<file path="src/rtl/enemy_controller_if.sv">
// Signal bundle between the raster/game logic and one enemy_controller instance.
// master drives raster position, scroll and stomp; slave returns sprite placement.
interface enemy_controller_if;
  logic [10:0] hcount_in;
  logic [9:0]  vcount_in;
  logic [11:0] offset_background;
  logic        collision_info;
  logic [12:0] x_out;
  logic [9:0]  y_out;
  logic [1:0]  image_index;
  logic        no_enemy;
  logic [1:0]  state_out;

  modport master (
    output hcount_in, vcount_in, offset_background, collision_info,
    input  x_out, y_out, image_index, no_enemy, state_out
  );

  modport slave (
    input  hcount_in, vcount_in, offset_background, collision_info,
    output x_out, y_out, image_index, no_enemy, state_out
  );
endinterface

</file>
<file path="src/rtl/enemy_controller.sv">
// Per-enemy behaviour engine: spawn on scroll-in, patrol between bounds, squish on stomp, vanish.
// Everything advances once per video frame on the blanking-line tick; collision acts immediately.
module enemy_controller #(
  parameter logic [12:0] SPAWN_X       = 13'd700,
  parameter logic [9:0]  GROUND_Y      = 10'd208,
  parameter logic [12:0] LEFT_BOUND    = 13'd600,
  parameter logic [12:0] RIGHT_BOUND   = 13'd800,
  parameter logic [3:0]  SPEED         = 4'd1,
  parameter int unsigned ANIM_FRAMES   = 8,
  parameter int unsigned SQUISH_FRAMES = 30,
  parameter int unsigned SCREEN_W      = 576
) (
  input  logic             pixel_clk_in,
  input  logic             rst_in,
  enemy_controller_if.slave bus
);

  localparam int unsigned ANIM_W   = (ANIM_FRAMES > 1) ? $clog2(ANIM_FRAMES) : 1;
  localparam int unsigned SQUISH_W = (SQUISH_FRAMES > 1) ? $clog2(SQUISH_FRAMES) : 1;
  localparam logic [ANIM_W-1:0]   ANIM_LAST   = ANIM_W'(ANIM_FRAMES - 1);
  localparam logic [SQUISH_W-1:0] SQUISH_LAST = SQUISH_W'(SQUISH_FRAMES - 1);
  localparam logic [13:0] LEFT_TURN  = 14'(LEFT_BOUND) + 14'(SPEED);
  localparam logic [13:0] RIGHT_LIM  = 14'(RIGHT_BOUND);
  localparam logic [12:0] SCREEN_W13 = 13'(SCREEN_W);
  localparam logic        DIR_LEFT   = 1'b0;
  localparam logic        DIR_RIGHT  = 1'b1;
  localparam logic [1:0]  IMG_WALK0  = 2'd0;
  localparam logic [1:0]  IMG_WALK1  = 2'd1;
  localparam logic [1:0]  IMG_SQUISH = 2'd2;

  typedef enum logic [1:0] {
    S_IDLE   = 2'd0,
    S_WALK   = 2'd1,
    S_SQUISH = 2'd2,
    S_DEAD   = 2'd3
  } state_e;

  state_e                state_q, state_d;
  logic [12:0]           x_q, x_d;
  logic [1:0]            img_q, img_d;
  logic                  no_enemy_q, no_enemy_d;
  logic                  dir_q, dir_d;
  logic [ANIM_W-1:0]     anim_q, anim_d;
  logic [SQUISH_W-1:0]   squish_q, squish_d;

  logic                  tick_c;
  logic                  visible_c;
  logic [13:0]           right_sum_c;

  // Frame tick: first pixel of the first line after the 240-line active area.
  assign tick_c      = (bus.hcount_in == 11'd0) && (bus.vcount_in == 10'd240);
  assign visible_c   = (13'({1'b0, bus.offset_background}) + SCREEN_W13) > SPAWN_X;
  assign right_sum_c = {1'b0, x_q} + 14'(SPEED);

  always_comb begin
    state_d    = state_q;
    x_d        = x_q;
    img_d      = img_q;
    no_enemy_d = no_enemy_q;
    dir_d      = dir_q;
    anim_d     = anim_q;
    squish_d   = squish_q;

    unique case (state_q)
      S_IDLE: begin
        x_d        = SPAWN_X;
        img_d      = IMG_WALK0;
        no_enemy_d = 1'b1;
        dir_d      = DIR_LEFT;
        anim_d     = '0;
        squish_d   = '0;
        if (tick_c && visible_c) begin
          state_d    = S_WALK;
          no_enemy_d = 1'b0;
        end
      end

      S_WALK: begin
        if (bus.collision_info) begin
          state_d  = S_SQUISH;
          img_d    = IMG_SQUISH;
          squish_d = '0;
        end else if (tick_c) begin
          // Clamp at the bounds so the enemy never overshoots or wraps.
          if (dir_q == DIR_LEFT) begin
            if ({1'b0, x_q} <= LEFT_TURN) begin
              x_d   = LEFT_BOUND;
              dir_d = DIR_RIGHT;
            end else begin
              x_d = x_q - 13'(SPEED);
            end
          end else begin
            if (right_sum_c >= RIGHT_LIM) begin
              x_d   = RIGHT_BOUND;
              dir_d = DIR_LEFT;
            end else begin
              x_d = right_sum_c[12:0];
            end
          end
          if (anim_q == ANIM_LAST) begin
            anim_d = '0;
            img_d  = (img_q == IMG_WALK0) ? IMG_WALK1 : IMG_WALK0;
          end else begin
            anim_d = anim_q + ANIM_W'(1);
          end
        end
      end

      S_SQUISH: begin
        if (tick_c) begin
          if (squish_q == SQUISH_LAST) begin
            state_d    = S_DEAD;
            no_enemy_d = 1'b1;
            img_d      = IMG_WALK0;
          end else begin
            squish_d = squish_q + SQUISH_W'(1);
          end
        end
      end

      S_DEAD: begin
        no_enemy_d = 1'b1;
        img_d      = IMG_WALK0;
      end

      default: state_d = S_IDLE;
    endcase
  end

  always_ff @(posedge pixel_clk_in) begin
    if (rst_in) begin
      state_q    <= S_IDLE;
      x_q        <= SPAWN_X;
      img_q      <= IMG_WALK0;
      no_enemy_q <= 1'b1;
      dir_q      <= DIR_LEFT;
      anim_q     <= '0;
      squish_q   <= '0;
    end else begin
      state_q    <= state_d;
      x_q        <= x_d;
      img_q      <= img_d;
      no_enemy_q <= no_enemy_d;
      dir_q      <= dir_d;
      anim_q     <= anim_d;
      squish_q   <= squish_d;
    end
  end

  assign bus.x_out       = x_q;
  assign bus.y_out       = GROUND_Y;
  assign bus.image_index = img_q;
  assign bus.no_enemy    = no_enemy_q;
  assign bus.state_out   = state_q;

endmodule
</file>
<file path="src/flat_wrapper.sv">
// flat-port wrapper written by rule: the top's interface ports become plain ports
module enemy_controller_flat 
#(
  parameter logic [12:0] SPAWN_X       = 13'd700,
  parameter logic [9:0]  GROUND_Y      = 10'd208,
  parameter logic [12:0] LEFT_BOUND    = 13'd600,
  parameter logic [12:0] RIGHT_BOUND   = 13'd800,
  parameter logic [3:0]  SPEED         = 4'd1,
  parameter int unsigned ANIM_FRAMES   = 8,
  parameter int unsigned SQUISH_FRAMES = 30,
  parameter int unsigned SCREEN_W      = 576
)
  (pixel_clk_in, rst_in, bus_hcount_in, bus_vcount_in, bus_offset_background, bus_collision_info, bus_x_out, bus_y_out, bus_image_index, bus_no_enemy, bus_state_out);
  enemy_controller_if bus_i ();
  input  logic pixel_clk_in;
  input  logic rst_in;
  input wire logic [$bits(bus_i.hcount_in)-1:0] bus_hcount_in;
  input wire logic [$bits(bus_i.vcount_in)-1:0] bus_vcount_in;
  input wire logic [$bits(bus_i.offset_background)-1:0] bus_offset_background;
  input wire logic [$bits(bus_i.collision_info)-1:0] bus_collision_info;
  output wire logic [$bits(bus_i.x_out)-1:0] bus_x_out;
  output wire logic [$bits(bus_i.y_out)-1:0] bus_y_out;
  output wire logic [$bits(bus_i.image_index)-1:0] bus_image_index;
  output wire logic [$bits(bus_i.no_enemy)-1:0] bus_no_enemy;
  output wire logic [$bits(bus_i.state_out)-1:0] bus_state_out;
  assign bus_i.hcount_in = bus_hcount_in;
  assign bus_i.vcount_in = bus_vcount_in;
  assign bus_i.offset_background = bus_offset_background;
  assign bus_i.collision_info = bus_collision_info;
  assign bus_x_out = bus_i.x_out;
  assign bus_y_out = bus_i.y_out;
  assign bus_image_index = bus_i.image_index;
  assign bus_no_enemy = bus_i.no_enemy;
  assign bus_state_out = bus_i.state_out;
  enemy_controller #(.SPAWN_X(SPAWN_X), .GROUND_Y(GROUND_Y), .LEFT_BOUND(LEFT_BOUND), .RIGHT_BOUND(RIGHT_BOUND), .SPEED(SPEED), .ANIM_FRAMES(ANIM_FRAMES), .SQUISH_FRAMES(SQUISH_FRAMES), .SCREEN_W(SCREEN_W)) u_core (.pixel_clk_in(pixel_clk_in), .rst_in(rst_in), .bus(bus_i));
endmodule
</file>
<file path="config.mk">
export PLATFORM = sky130hd
export DESIGN_NAME = enemy_controller_flat
export DESIGN_NICKNAME = d
export VERILOG_FILES = /design/src/rtl/enemy_controller_if.sv /design/src/rtl/enemy_controller.sv /design/src/flat_wrapper.sv
export SDC_FILE = /design/constraint.sdc
export NUM_CORES = 1
export LEC_CHECK = 0
export CAP_MARGIN = 25
export CORE_UTILIZATION = 44
export CTS_CLUSTER_SIZE = 10
export DETAILED_ROUTE_END_ITERATION = 8
export PLACE_DENSITY = 0.77
export SLEW_MARGIN = 10
export SYNTH_ARGS = -nofsm -noshare
export SYNTH_HDL_FRONTEND = slang
export SYNTH_SLANG_ARGS = --single-unit
</file>
<file path="constraint.sdc">
create_clock -name pixel_clk_in -period 2.2 [get_ports pixel_clk_in]
set_clock_uncertainty 0.1 [all_clocks]
set_input_delay 0.22 -clock pixel_clk_in [delete_from_list [all_inputs] [get_ports pixel_clk_in]]
set_output_delay 0.22 -clock pixel_clk_in [all_outputs]
set_load 0.005 [all_outputs]
</file>
==> metrics.md, run 1 <==
| Metric | Value |
|---|---|
| Endpoints failing hold | 0 |
| Max-Cap Viols | 0 |
| Post-Syn Area per Cell | 7.75 sq um |
| Most frequent cells after synthesis | nor2_1 (30), dfxtp_1 (27), nand2_1 (23) |
| Largest cells by area after synthesis | dfxtp_1 (24%), ha_1 (7.7%), nor2_1 (4.9%), nand2_1 (3.8%), buf_4 (3.3%) |
| Inst Count DP | around 440 |
| GPL Wtd Cong | roughly 0.95 |
| Starting Density | 0.471 |
| Global-route wire length before repair | roughly 10,000 microns |
| Clock transition at path regs | around 0.10 ns |
| Residual DRC | 0 |
| HP Start | u_core.anim_q[1]$_SDFFE_PP0P_ |
| Most numerous cell in the Yosys netlist | nor2_1 |
| H-tree depth | 1 |
| Root Buffer Master | clkbuf_8 |
| Leakage | around 1.2 nW |
| Synth warnings | 0 |
| Total die area | 5490 sq um |
| Post-Synth XOR/XNOR Area | 0.0536 |
| Hold Crit Class | flop to flop |
| Register area share after synthesis | 0.236 |
| DP Area | between 3000 and 4000 sq um |
| Achievable Freq | approximately 470 MHz |
| Syn Inst Count | ~300 |
| Layout cells sized above 1 | 0.208 |
| Status | finished, final reports clean |
| Layout filler cell count | between 400 and 500 |
| Post-synthesis compound-gate area fraction | 0.227 |
| Synthesized-area fraction occupied by adder cells | 0.0766 |
| Hpwl dp | approximately 5000 microns |
| Antenna Nets Post-Route | 0 |
| Fin crit period | about 2.1 ns |
| Die height | ~74 microns |
| Via count | between 2,000 and 3,000 |
| Post-route cell area | ~3200 sq um |
| Post-Synthesis Cell Area | roughly 2300 sq um |
| Chip Width | 74.1 microns |
| Finished Core Util | 0.669 |
| Hold-fix buffers, CTS | 0 |
| Mean number of vias per cell | ~5.6 |
| Pre-CTS setup slack | -0.143 ns |
| RSZ-0062 raised after global routing | true |
| Critical path class | flop to flop |
| DR WL/cell | between 10 and 15 microns |
| Cell variety after synth | 68 |
| Core Region | 4850 sq um |
| Fin nets | between 400 and 500 |
| Worst VDD drop | ~220 uV |
| Final setup fails | 0 |
| Iteration-0 DRC Markers | about 200 |
| Post-synth top area share | 0.236 |
| PD cells | roughly 330 nW/um^2 |
| Largest net degree at the start of global routing | 17 |
| Reg2reg start | u_core.bus.x_out[0]$_SDFFE_PP0P_ |
| Worst Path Max Fanout | 8 |
| TritonCTS clock tree | yes |
| I/O pins | 64 |
| Drt first pass iters | 4 |
| Arrival time at the worst endpoint | about 2.2 ns |
| WL final | approximately 6300 microns |
| Max-slew violations | 0 |
| All-Layer GR Usage | 0.241 |
| Maximum root-to-sink buffer count | 2 |
| Largest area contributor in the netlist | dfxtp_1 |
| Worst path required time | 2.28 ns |
| Largest family of logic cells by synthesized area | simple AND/OR/NAND/NOR gates |
| Worst setup EP type | flop |
| Ant diodes | 0 |
| Clk Latency, worst-skew pair | 0.28 ns |
| Worst setup margin | roughly 0.084 ns |
| Post-Layout Cell Count | 447 |
| # clock sinks | 27 |
| GRT overflow | 0 |
| IO Port Bufs | between 50 and 60 |
| Row count | 25 |
| Mux contribution to synthesized area | 0.0137 |
| Simple-gate area share of the yosys netlist | 0.301 |
| Area Overhead vs Synth | 41.9% |
| Vias in the first global route | 2,442 |
| Initial antenna violation count | 0 |
| Worst Setup SP | u_core.bus.x_out[0]$_SDFFE_PP0P_ |
| Total CTS buffers | 3 |
| Final period utilization | 0.962 |
| Asr flop ratio synth | 0 |
| Top_reg_cell synth | dfxtp_1 |
| Crit start category | flop |
| Yosys reg bits | 27 |
| Post-synth EDFFs | 0 |
==> flip-flops by register name, indices dropped and copies added, names as in the netlist <==
signal and count:
u_core.anim_q 3, u_core.bus.image_index 2, u_core.bus.no_enemy 1, u_core.bus.state_out 2, u_core.bus.x_out 13, u_core.dir_q 1, u_core.squish_q 5
==> cells in the final DEF, fill, tap and decap left out, types with 5 or more instances in the layout <==
master	count
ha_1	13
buf_4	46
nand4_1	8
conb_1	10
o21ai_0	15
dfxtp_2	6
dfxtp_1	20
nor3_1	5
nor2_1	30
nand3_1	13
nand2_1	23
inv_1	13
xor2_1	7
a21oi_1	13
xnor2_1	7
and3_1	5
clkdlybuf4s50_1	53
==> logic make-up (layout without fill, tap and decap cells) <==
kind of cell | Yosys count | count (layout)
buffers and inverters | 39 | 116
flip-flops | 27 | 27
AND/OR/NAND/NOR | 122 | 122
multiplexers | 3 | 3
other | 2 | 10
AO/OA/AOI/OAI | 74 | 74
XOR/XNOR | 14 | 14
adder cells (fa/ha/maj) | 14 | 14
==> metal layers <==
| metal | global-route usage | wire, microns | up-vias | part of all wire |
|---|---|---|---|---|
| met3 | 0.0312 | 305 | 14 | 0.049 |
| met4 | 0.0919 | 104 | 0 | 0.017 |
| met2 | 0.452 | 3230 | 92 | 0.52 |
| met1 | 0.276 | 2620 | 1187 | 0.42 |
| li1 | - | - | 1225 | - |
| met5 | 0 | 0 | - | 0 |
==> report_power, final <==
part	leakage (nW)	switching, W	total (W)	internal, W
Combinational	1.01	0.000108	0.000249	0.000141
Sequential	0.218	0.0000164	0.000518	0.000501
Clock	0.0217	0.000173	0.000302	0.000129
==> final timing paths <==
check / to / slack, ns / cells after the start
min reg2reg: u_core.anim_q[1]$_SDFFE_PP0P_ / 0.38 / 2
max: u_core.bus.x_out[3]$_SDFFE_PP1P_ / 0.08 / 8
min: u_core.anim_q[1]$_SDFFE_PP0P_ / 0.38 / 2
max reg2reg: u_core.bus.x_out[3]$_SDFFE_PP1P_ / 0.08 / 8
==> critical path, stage by stage (launching register included) <==
cell       delay [ns]
dfxtp_2          0.37
buf_4            0.15
ha_1             0.14
o21bai_1         0.13
a211oi_2         0.11
nor2_1           0.35
a2bb2oi_1        0.21
o22ai_1          0.14
o41ai_4          0.31
==> per-stage QoR <==
step / setup TNS [ns] / hold slack [ns] / power (W)
final: 0 / 0.379 / 0.00107
after global routing: -0.0784 / 0.395 / 0.00112
after CTS: 0 / 0.380 / 0.00108
after detailed placement: -1.49 / 0.366 / 0.000777
after global placement: -1.16 / 0.349 / 0.000768
after floorplan: 0 / 0.288 / 0.000645
==> layout make-up <==
class	count	area [sq um]	share of cell area
Tap cell	67	83.8	0.0258
Clock buffer	3	41.3	0.0127
Timing Repair Buffer	99	876	0.270
Sequential cell	27	552	0.170
Clock inverter	1	7.51	0.00231
Inverter	13	48.8	0.0150
Multi-Input combinational cell	237	1640	0.504
==> what timing repair did <==
item	CTS	global route
endpoints found under the setup margin	2	13
resized for setup	5	16
buffers inserted	1	0
pin swaps	2	4
No activity file was read; power rests on OpenSTA's default activity.
==> run 2, diff against run 1 <==
- CELL_PAD_IN_SITES_DETAIL_PLACEMENT: default -> 1
- CELL_PAD_IN_SITES_GLOBAL_PLACEMENT: default -> 2
- CORE_UTILIZATION: 44 -> 24
- CTS_CLUSTER_SIZE: 10 -> default
- PLACE_DENSITY: 0.77 -> default
- PLACE_DENSITY_LB_ADDON: default -> 0.1
==> run 2 against run 1 <==
Compared with the run above: sequential share of layout area decreased by 1.0 points; clock power decreased by 1%; first-iteration DRC count decreased by 76%; worst hold slack improved by 0.0045 ns; register-to-register slack about the same; cell area increased by 6.3%; setup slack improved by 0.0034 ns; global-route usage decreased by 8.1 points; sequential cell count unchanged; count of clock-buffer cells in the layout increased by 1; cell count increased by 18%; largest power group unchanged.
==> metrics.md, run 2 (synthesis results as in run 1) <==
| Metric | Value |
|---|---|
| Achievable Freq | 473 MHz (+0.16%) |
| Finished Core Util | 0.373 (-0.296) |
| TritonCTS clock tree | yes |
| Seq pwr share | 0.477 (-0.007) |
| Worst VDD drop | 207 uV (-4.2%) |
| Worst setup margin | 0.0871 ns (+0.00344 ns) |
| Chip Width | 99.6 microns (+34%) |
| Layout filler cell count | 1,133 (+180%) |
| Register area | 551 sq um (-0.23%) |
| Clk Latency, worst-skew pair | 0.27 ns (about the same) |
| Pre-CTS setup slack | -0.231 ns (-0.0884 ns) |
| CP peak stage delay | 0.57 ns (+0.20 ns) |
| Leakage | 1.34 nW (+7.6%) |
| Worst Path Max Fanout | 6 (-2) |
| Arrival time at the worst endpoint | 2.18 ns (-0.02 ns) |
| # clock sinks | 27 (unchanged) |
| Fin crit period | 2.11 ns (-0.00344 ns) |
| Status | finished, final reports clean |
| Post-Layout Cell Count | 528 (+18%) |
| Iteration-0 DRC Markers | 46 (-76%) |
| Starting Density | 0.247 (-0.224) |
| IO Port Bufs | 53 (unchanged) |
| Residual DRC | 0 (unchanged) |
| Hpwl dp | 6350 microns (+28%) |
| Total die area | 9920 sq um (+81%) |
| Maximum root-to-sink buffer count | 2 (unchanged) |
| Largest net degree at the start of global routing | 15 (-2) |
| Most frequent cells in the layout | buf_4 (64), clkdlybuf4s50_1 (53), nor2_1 (29) |
| Hold Crit Class | flop to flop |
| Vias in the first global route | 2,613 (+7.0%) |
| Fin nets | 450 (+4.4%) |
| Initial antenna violation count | 0 (unchanged) |
| Mean number of vias per cell | 4.78 (-15%) |
| Area Overhead vs Synth | 50.8% |
| Total CTS buffers | 3 (unchanged) |
| H-tree depth | 1 (unchanged) |
| Setup TNS Final | 0 ns (unchanged) |
| Critical path class | flop to flop |
| Worst setup EP type | flop |
| Endpoints failing hold | 0 (unchanged) |
| Ant diodes | 0 (unchanged) |
| Bufs and invs on worst path | 1 (unchanged) |
| Max-slew violations | 0 (unchanged) |
| Sw Pwr | 0.000299 W (+0.57%) |
| Hold-fix buffers, CTS | 0 (unchanged) |
| Root Buffer Master | clkbuf_8 |
| Worst path required time | 2.27 ns (about the same) |
| Clock Power Share | 0.276 (-0.006) |
| Via count | 2,523 (+0.20%) |
| PD cells | 314 nW/um^2 (-4.8%) |
| DP Area | 3340 sq um (+7.1%) |
| Crit start category | flop |
| Logic pwr share | 0.248 (+0.015) |
| Final period utilization | 0.960 (-0.00156) |
| Commonest non-fill, non-tap cell in the layout | buf_4 |
| Clock transition at path regs | 0.10 ns (about the same) |
| Drt first pass iters | 4 (unchanged) |
| Switch share | 0.277 (-0.00166) |
| Int Pwr | 0.000782 W (+1.4%) |
| Layout cells sized above 1 | 0.246 (+0.0377) |
| WL final | 7710 microns (+23%) |
| Post-route cell area | 3450 sq um (+6.3%) |
| Die height | 99.6 microns (+34%) |
| Core Region | 9240 sq um (+91%) |
| Max-Cap Viols | 0 (unchanged) |
| Worst path top cell family by delay | simple AND/OR/NAND/NOR gates |
| RSZ-0062 raised after global routing | true |
| I/O pins | 64 (unchanged) |
| Final setup fails | 0 (unchanged) |
| Inst Count DP | 523 (+18%) |
| Row count | 35 (+40%) |
| GRT overflow | 0 (unchanged) |
| Max FFs per register | 13 (unchanged) |
| Antenna Nets Post-Route | 0 (unchanged) |
| DR WL/cell | 14.6 microns (+4.2%) |
| Global-route wire length before repair | 12,600 microns (+22%) |
| Worst-path cell chain | or4_4 -> nor4_4 -> inv_1 -> or3_1 -> a211oi_2 -> o21ai_1 |
| Slowest-stage cell, CP | or4_4 |
| All-Layer GR Usage | 0.160 (-0.0805) |
| GPL Wtd Cong | 0.762 (-20%) |
| Multi-input logic area | 1620 sq um (-0.92%) |
[run 2: cell types whose count changed in the layout (fill, tap and decap cells not counted), moves of 2 or more]
cell | before | now
a211oi_1 | 4 | 2
o21ai_1 | 3 | 5
a211oi_2 | 1 | 3
buf_4 | 46 | 64
o21ai_0 | 15 | 13
[run 2: timing repair]
action                                  4_1_cts  5_1_grt
gates cloned                                  0        0
setup buffers                                 0        1
gates resized for setup                       7       14
endpoints found under the setup margin        7       16
pin swaps                                     1        5
[run 2: path summary, 6_finish.rpt]
| check | slack [ns] | cells after the start | end | start |
|---|---|---|---|---|
| min | 0.38 | 2 | u_core.anim_q[1]$_SDFFE_PP0P_ | u_core.anim_q[1]$_SDFFE_PP0P_ |
| max | 0.09 | 6 | u_core.bus.x_out[9]$_SDFFE_PP1P_ | u_core.bus.x_out[2]$_SDFFE_PP1P_ |
| max reg2reg | 0.09 | 6 | u_core.bus.x_out[9]$_SDFFE_PP1P_ | u_core.bus.x_out[2]$_SDFFE_PP1P_ |
| min reg2reg | 0.38 | 2 | u_core.anim_q[1]$_SDFFE_PP0P_ | u_core.anim_q[1]$_SDFFE_PP0P_ |
[run 2: final cells by class]
class	count	share of cell area
Multi-Input combinational cell	237	0.470
Timing Repair Buffer	118	0.296
Sequential cell	27	0.160
Tap cell	129	0.0468
Inverter	13	0.0142
Clock buffer	4	0.0131
[run 2: power groups by stage]
stage          sequential (W)  clock, W  combinational, W
2_1_floorplan        0.000525         0          0.000120
3_3_place_gp         0.000527         0          0.000263
3_5_place_dp         0.000527         0          0.000267
4_1_cts              0.000516  0.000317          0.000268
5_1_grt              0.000518  0.000335          0.000293
6_report             0.000515  0.000298          0.000268
[run 2: layer usage]
layer / vias to the layer above / GRT usage / wire (microns)
met2: 40 / 0.310 / 4060
li1: 1258 / - / -
met5: - / 0 / 0
met4: 0 / 0.0294 / 34
met1: 1223 / 0.192 / 3460
met3: 2 / 0.0141 / 156
[run 2: worst min-delay path, stage by stage (launching register included)]
cell,delay (ns)
dfxtp_1,0.33
nand2_1,0.06
a21oi_1,0.05
[run 2: stage by stage]
step / hold WS [ns] / power (W)
2_1_floorplan: 0.288 / 0.000645
3_3_place_gp: 0.357 / 0.000790
3_5_place_dp: 0.366 / 0.000794
4_1_cts: 0.380 / 0.00110
5_1_grt: 0.421 / 0.00115
6_report: 0.383 / 0.00108
